**src/rtl/mem_req_arbiter.sv**
```systemverilog
// Round-robin N-to-1 arbiter for cache miss/write-back traffic with a registered downstream
// request and an in-order ID FIFO that steers each downstream response back to its requester.
module mem_req_arbiter #(
   parameter int NUM_REQ = 2,
   parameter int ADDR_W  = 32,
   parameter int DATA_W  = 128,
   parameter int MAX_OUT = 4
) (
   input  logic                      clk,
   input  logic                      rst,
   input  logic [NUM_REQ-1:0]        req_valid,
   output logic [NUM_REQ-1:0]        req_ready,
   input  logic [NUM_REQ-1:0]        req_we,
   input  logic [NUM_REQ*ADDR_W-1:0] req_addr,
   input  logic [NUM_REQ*DATA_W-1:0] req_wdata,
   output logic [NUM_REQ-1:0]        resp_valid,
   output logic [DATA_W-1:0]         resp_rdata,
   output logic                      mem_req_valid,
   input  logic                      mem_req_ready,
   output logic                      mem_req_we,
   output logic [ADDR_W-1:0]         mem_req_addr,
   output logic [DATA_W-1:0]         mem_req_wdata,
   input  logic                      mem_resp_valid,
   input  logic [DATA_W-1:0]         mem_resp_rdata,
   output logic                      err_resp
);

   localparam int PW = (NUM_REQ > 1) ? $clog2(NUM_REQ) : 1;
   localparam int CW = $clog2(MAX_OUT + 1);
   localparam int FW = (MAX_OUT > 1) ? $clog2(MAX_OUT) : 1;
   localparam logic [CW-1:0] MAX_CNT = CW'(MAX_OUT);

   logic [PW-1:0]      rr_ptr;
   logic [PW-1:0]      win_id;
   logic [PW-1:0]      head_id;
   logic [CW-1:0]      cnt;
   logic [FW-1:0]      wr_ptr;
   logic [FW-1:0]      rd_ptr;
   logic [PW-1:0]      id_mem [MAX_OUT];
   logic [NUM_REQ-1:0] grant;
   logic [PW:0]        arb_sum;
   logic               found;
   logic               can_issue;
   logic               accept;
   logic               pop;
   logic               sel_we;
   logic [ADDR_W-1:0]  sel_addr;
   logic [DATA_W-1:0]  sel_wdata;

   function automatic logic [PW-1:0] rr_next(input logic [PW-1:0] id);
      return (id == PW'(NUM_REQ - 1)) ? '0 : id + 1'b1;
   endfunction

   function automatic logic [FW-1:0] fifo_next(input logic [FW-1:0] p);
      return (p == FW'(MAX_OUT - 1)) ? '0 : p + 1'b1;
   endfunction

   // A slot freed by a response this cycle only becomes usable next cycle (registered cnt).
   assign can_issue = !rst && (!mem_req_valid || mem_req_ready) && (cnt < MAX_CNT);

   always_comb begin
      found   = 1'b0;
      win_id  = '0;
      arb_sum = '0;
      for (int k = 0; k < NUM_REQ; k++) begin
         arb_sum = {1'b0, rr_ptr} + (PW+1)'(k);
         if (arb_sum >= (PW+1)'(NUM_REQ))
            arb_sum = arb_sum - (PW+1)'(NUM_REQ);
         if (!found && req_valid[arb_sum[PW-1:0]]) begin
            found  = 1'b1;
            win_id = arb_sum[PW-1:0];
         end
      end
      grant = found ? (NUM_REQ'(1) << win_id) : '0;
   end

   assign req_ready = can_issue ? grant : '0;
   assign accept    = can_issue && found;

   always_comb begin
      sel_we    = 1'b0;
      sel_addr  = '0;
      sel_wdata = '0;
      for (int i = 0; i < NUM_REQ; i++) begin
         if (grant[i]) begin
            sel_we    = req_we[i];
            sel_addr  = req_addr[i*ADDR_W +: ADDR_W];
            sel_wdata = req_wdata[i*DATA_W +: DATA_W];
         end
      end
   end

   // The FIFO holds exactly cnt IDs, so cnt doubles as the occupancy.
   assign head_id    = id_mem[rd_ptr];
   assign pop        = !rst && mem_resp_valid && (cnt != '0);
   assign resp_valid = pop ? (NUM_REQ'(1) << head_id) : '0;
   assign resp_rdata = pop ? mem_resp_rdata : '0;

   always_ff @(posedge clk) begin
      if (rst) begin
         mem_req_valid <= 1'b0;
         mem_req_we    <= 1'b0;
         mem_req_addr  <= '0;
         mem_req_wdata <= '0;
         rr_ptr        <= '0;
         wr_ptr        <= '0;
         rd_ptr        <= '0;
         cnt           <= '0;
         err_resp      <= 1'b0;
      end else begin
         if (accept) begin
            mem_req_valid <= 1'b1;
            mem_req_we    <= sel_we;
            mem_req_addr  <= sel_addr;
            mem_req_wdata <= sel_wdata;
            wr_ptr        <= fifo_next(wr_ptr);
            rr_ptr        <= rr_next(win_id);
         end else if (mem_req_ready) begin
            mem_req_valid <= 1'b0;
         end
         if (pop)
            rd_ptr <= fifo_next(rd_ptr);
         if (mem_resp_valid && (cnt == '0))
            err_resp <= 1'b1;
         if (accept && !pop)
            cnt <= cnt + 1'b1;
         else if (!accept && pop)
            cnt <= cnt - 1'b1;
      end
   end

   always_ff @(posedge clk) begin
      if (accept)
         id_mem[wr_ptr] <= win_id;
   end

endmodule
```
**config.mk**
```make
export PLATFORM = sky130hd
export DESIGN_NAME = mem_req_arbiter
export DESIGN_NICKNAME = d
export VERILOG_FILES = /design/src/rtl/mem_req_arbiter.sv
export SDC_FILE = /design/constraint.sdc
export NUM_CORES = 1
export LEC_CHECK = 0
export ABC_AREA = 1
export CAP_MARGIN = 10
export CORE_AREA = 4 4 290 292
export CTS_BUF_LIST = sky130_fd_sc_hd__clkbuf_16
export DETAILED_ROUTE_END_ITERATION = 10
export DIE_AREA = 0 0 294 296
export DONT_BUFFER_PORTS = 1
export GPL_ROUTABILITY_DRIVEN = 1
export PLACE_DENSITY = 0.32
export SLEW_MARGIN = 30
export SYNTH_ARGS = -nofsm -noshare
export SYNTH_HDL_FRONTEND = slang
export SYNTH_SLANG_ARGS = --single-unit
export TNS_END_PERCENT = 5
```
**constraint.sdc**
```tcl
create_clock -name clk -period 2.41 [get_ports clk]
set_input_delay 0.241 -clock clk [delete_from_list [all_inputs] [get_ports clk]]
set_output_delay 0.241 -clock clk [all_outputs]
set_load 0.03 [all_outputs]
```
==> run_summary.xml <==
<?xml version="1.0" encoding="UTF-8"?>
<metrics>
  <group name="critical_path">
    <metric name="crit_end" unit="">mem_req_wdata[17]</metric>
    <metric name="cp.required" unit="ns">2.78</metric>
    <metric name="worstSetupPathType" unit="">flip-flop to flip-flop</metric>
    <metric name="endpoint_kind" unit="">flip-flop</metric>
    <metric name="timing.reg2reg.worst_path_depth" unit="">9</metric>
    <metric name="critPathArrivalTime" unit="ns">2.68</metric>
    <metric name="crit_path_start_kind" unit="">flip-flop</metric>
    <metric name="reg2reg_setup_slack" unit="ns">0.09</metric>
    <metric name="regToRegEndpoint" unit="">mem_req_wdata[17]</metric>
    <metric name="regToRegStartpoint" unit="">mem_req_valid</metric>
    <metric name="startpoint" unit="">mem_req_valid</metric>
    <metric name="crit_path_max_fanout" unit="">98</metric>
  </group>
  <group name="global_route">
    <metric name="globalRoute.totalOverflow" unit="">0</metric>
    <metric name="grt_pass1_wl" unit="um">82800</metric>
    <metric name="grt_max_degree" unit="">165</metric>
    <metric name="first_global_vias" unit="">13200</metric>
    <metric name="antenna_found_initial" unit="">3</metric>
    <metric name="grt.total_usage" unit="">0.127</metric>
  </group>
  <group name="finish">
    <metric name="layout.cells.most_common" unit="">nor2_1</metric>
    <metric name="seq_area" unit="mm2">0.00358</metric>
    <metric name="layout-drive-gt1-share" unit="">0.0824</metric>
    <metric name="nNetsFinal" unit="">2926</metric>
    <metric name="footprint_of_the_multi_input_gates" unit="mm2">0.00553</metric>
    <metric name="fin_area" unit="mm2">0.0174</metric>
    <metric name="layout.filler_cells" unit="">9388</metric>
    <metric name="relative_area_change_from_synthesis_to_final_layout" unit="%">52.1</metric>
    <metric name="layout_common_cells" unit="">783 x nor2_1, 466 x inv_1, 327 x nand3_1</metric>
  </group>
  <group name="place">
    <metric name="total_cell_area_at_the_placement_stage" unit="mm2">0.0135</metric>
    <metric name="hpwl" unit="um">43100</metric>
    <metric name="portBuffers" unit="">0</metric>
    <metric name="post_placement_worst_setup_slack" unit="ns">0.361</metric>
    <metric name="gp_routability_congestion" unit="">0.901</metric>
  </group>
  <group name="logic_synthesis">
    <metric name="syn_inst" unit="">2102</metric>
    <metric name="yosysSeqAreaShare" unit="">0.312</metric>
    <metric name="yosysUniqueCellTypes" unit="">25</metric>
    <metric name="synth-main-ff-cell" unit="">dfxtp_1</metric>
    <metric name="yosysWarningCount" unit="">0</metric>
    <metric name="synth.avg_cell_area" unit="um2">5.46</metric>
    <metric name="postSynthNetCount" unit="">2565</metric>
    <metric name="number_of_flops_mapped_to_enable_cells_by_yosys" unit="">4</metric>
    <metric name="synth_seq_cells" unit="">177</metric>
    <metric name="synth.cell_area" unit="mm2">0.0115</metric>
    <metric name="share_of_synthesized_flip_flops_with_an_asynchronous_set_or_reset" unit="">0</metric>
  </group>
  <group name="power_and_ir_drop">
    <metric name="pwr-share-clk" unit="">0.171</metric>
    <metric name="total_power_consumption" unit="uW">17100</metric>
    <metric name="seq_power_share" unit="">0.432</metric>
    <metric name="power_per_cell_area" unit="mW/mm2">983</metric>
    <metric name="p_leak" unit="uW">0.00955</metric>
    <metric name="cell_internal_pwr" unit="uW">8460</metric>
    <metric name="switching_share_of_power" unit="">0.506</metric>
    <metric name="power.share.combinational" unit="">0.397</metric>
    <metric name="p_sw" unit="uW">8680</metric>
    <metric name="vdd_drop_max" unit="V">0.000506</metric>
  </group>
  <group name="floorplan">
    <metric name="die_area" unit="mm2">0.0870</metric>
    <metric name="core_region_area" unit="mm2">0.0816</metric>
    <metric name="initial_core_utilization" unit="">0.141</metric>
    <metric name="design.portCount" unit="">751</metric>
    <metric name="die_x" unit="um">294</metric>
    <metric name="std_cell_rows" unit="">105</metric>
    <metric name="chipHeight" unit="um">296</metric>
  </group>
  <group name="timing">
    <metric name="crit_share_post_route" unit="">0.962</metric>
    <metric name="setup_viol_count_final" unit="">0</metric>
    <metric name="slew_viol_final" unit="">0</metric>
    <metric name="rsz0062_at_grt" unit="">no</metric>
    <metric name="timing.fmax" unit="MHz">431</metric>
    <metric name="layout_setup_ws" unit="ns">0.0906</metric>
    <metric name="max_slew.worst_pin.slew" unit="ns">0.629</metric>
    <metric name="slew_headroom" unit="">0.580</metric>
    <metric name="final-hold-violation-count" unit="">0</metric>
    <metric name="final.min_clock_period" unit="ns">2.32</metric>
    <metric name="skew" unit="ns">0.0199</metric>
  </group>
  <group name="detailed_routing">
    <metric name="vias" unit="">13600</metric>
    <metric name="route.detailed.wl_per_inst" unit="um">17.0</metric>
    <metric name="drt-vias-per-instance" unit="">3.84</metric>
    <metric name="drt_first_pass_iters" unit="">7</metric>
    <metric name="antenna_left" unit="">0</metric>
    <metric name="initialDrtViolationCount" unit="">694</metric>
    <metric name="drc_errors" unit="">0</metric>
    <metric name="drt_wl_total" unit="um">60400</metric>
  </group>
  <group name="flow_run">
    <metric name="cap_viol_max_count" unit="">0</metric>
  </group>
  <group name="clocking">
    <metric name="clock_insertion_delay_worst_skew" unit="ns">0.49</metric>
    <metric name="clock_tree.root_cell" unit="">clkbuf_16</metric>
    <metric name="path_clk_slew" unit="ns">0.08</metric>
    <metric name="tritoncts_num_sinks" unit="">177</metric>
    <metric name="tritoncts" unit="">yes</metric>
    <metric name="h_tree_levels" unit="">4</metric>
    <metric name="cts_inserted_buffers" unit="">17</metric>
    <metric name="cts.path.max_buffers" unit="">2</metric>
  </group>
  <group name="outcome">
    <metric name="run_status" unit="">finished clean</metric>
  </group>
  <group name="min_path">
    <metric name="timing.hold.worst.class" unit="">input port to flip-flop</metric>
  </group>
</metrics>
-- cell families (layout without fill, tap and decap cells) --
| group | count (synthesis) | after routing | synth area share |
|---|---|---|---|
| DFF | 177 | 177 | 0.312 |
| other | 0 | 3 | 0 |
| adders and majority gates | 7 | 7 | 0.00829 |
| buffers and inverters | 607 | 981 | 0.210 |
| AOI/OAI and AO/OA | 14 | 14 | 0.00655 |
| and+or+nand+nor | 1297 | 1297 | 0.463 |
-- layout make-up --
class,instances,share of cell area
Sequential cell,177,0.205
Multi-Input combinational cell,1318,0.317
Clock inverter,15,0.00954
Timing Repair Buffer,478,0.264
Tap cell,1070,0.0768
Antenna cell,3,0.000431
Clock buffer,17,0.0244
Inverter,471,0.102
-- critical path, cell delays in order, from the launching register on --
cell and delay (ns):
dfxtp_1 0.35, inv_1 0.04, nor2_1 0.29, nor2_4 0.11
nand2_4 0.15, inv_6 0.06, buf_16 0.18, nor2_1 0.21
nor2_1 0.07, dlygate4sd3_1 0.55
-- power groups by stage --
| stage | sequential, uW | clock, uW | combinational [uW] |
|---|---|---|---|
| after CTS | 7470 | 3160 | 6700 |
| after floorplan | 6870 | 0 | 4050 |
| after global placement | 7540 | 0 | 5370 |
| after global routing | 7580 | 3220 | 7670 |
| after detailed placement | 7550 | 0 | 5410 |
| final | 7400 | 2940 | 6810 |
-- stage by stage --
step                hold slack (ns)   TNS, ns  instances   util
floorplan                     0.401         0       2102      -
global placement              0.383         0       3189  0.166
detailed placement            0.376         0       3189  0.166
CTS                         0.00201  -0.00202       3542  0.213
global route                 0.0540         0       3547  0.214
finish                       0.0686         0       3549  0.214
-- cells in the mapped netlist, types with 2 or more instances --
library cell  instances  area, um2
dfxtp_1             173       3460
ha_1                  6       75.1
clkbuf_1             66        248
a21oi_1               6       30.0
clkinv_1              2       7.51
buf_4                15        113
inv_1               466       1750
buf_1                 4       15.0
nand3_1             328       1640
nor2_1              784       2940
edfxtp_1              4        120
nand2_1             179        672
buf_2                50        250
inv_2                 2       7.51
nand2_2               2       12.5
o21ai_0               6       30.0
-- timing repair --
| item | 4_1_cts | 5_1_grt |
|---|---|---|
| setup buffers | 0 | 2 |
| gates cloned | 0 | 2 |
| hold buffers | 321 | 0 |
| hold endpoints to repair | 169 | 0 |
| resized for setup | 5 | 9 |
| endpoints found under the setup margin | 34 | 97 |
| pin swaps | 0 | 1 |
-- flip-flops by register name (all words and copies together), names as in the netlist, named ones only --
register       cells
rr_ptr             1
cnt                3
mem_req_wdata    128
id_mem             4
rd_ptr             2
wr_ptr             2
mem_req_valid      1
err_resp           1
mem_req_addr      32
mem_req_we         1
-- routing by layer --
| metal | up-vias | share of wire | wire length, um | GRT usage |
|---|---|---|---|---|
| met3 | 65 | 0.099 | 5950 | 0.0513 |
| met2 | 541 | 0.50 | 29900 | 0.223 |
| li1 | 6815 | - | - | - |
| met1 | 6206 | 0.38 | 22900 | 0.137 |
| met5 | - | 0 | 0 | 0 |
| met4 | 0 | 0.027 | 1620 | 0.0469 |
-- worst min-delay path by stage --
stage,startpoint,endpoint,slack [ns],cells after the start
2_1_floorplan,mem_resp_valid,err_resp,0.40,2
3_3_place_gp,rst,err_resp,0.38,1
3_5_place_dp,rst,err_resp,0.38,1
4_1_cts,req_addr[32],mem_req_addr[0],0.002,4
5_1_grt,rst,wr_ptr[0],0.05,3
6_report,req_wdata[246],mem_req_wdata[118],0.07,4
(Power assumes the default switching activity.)
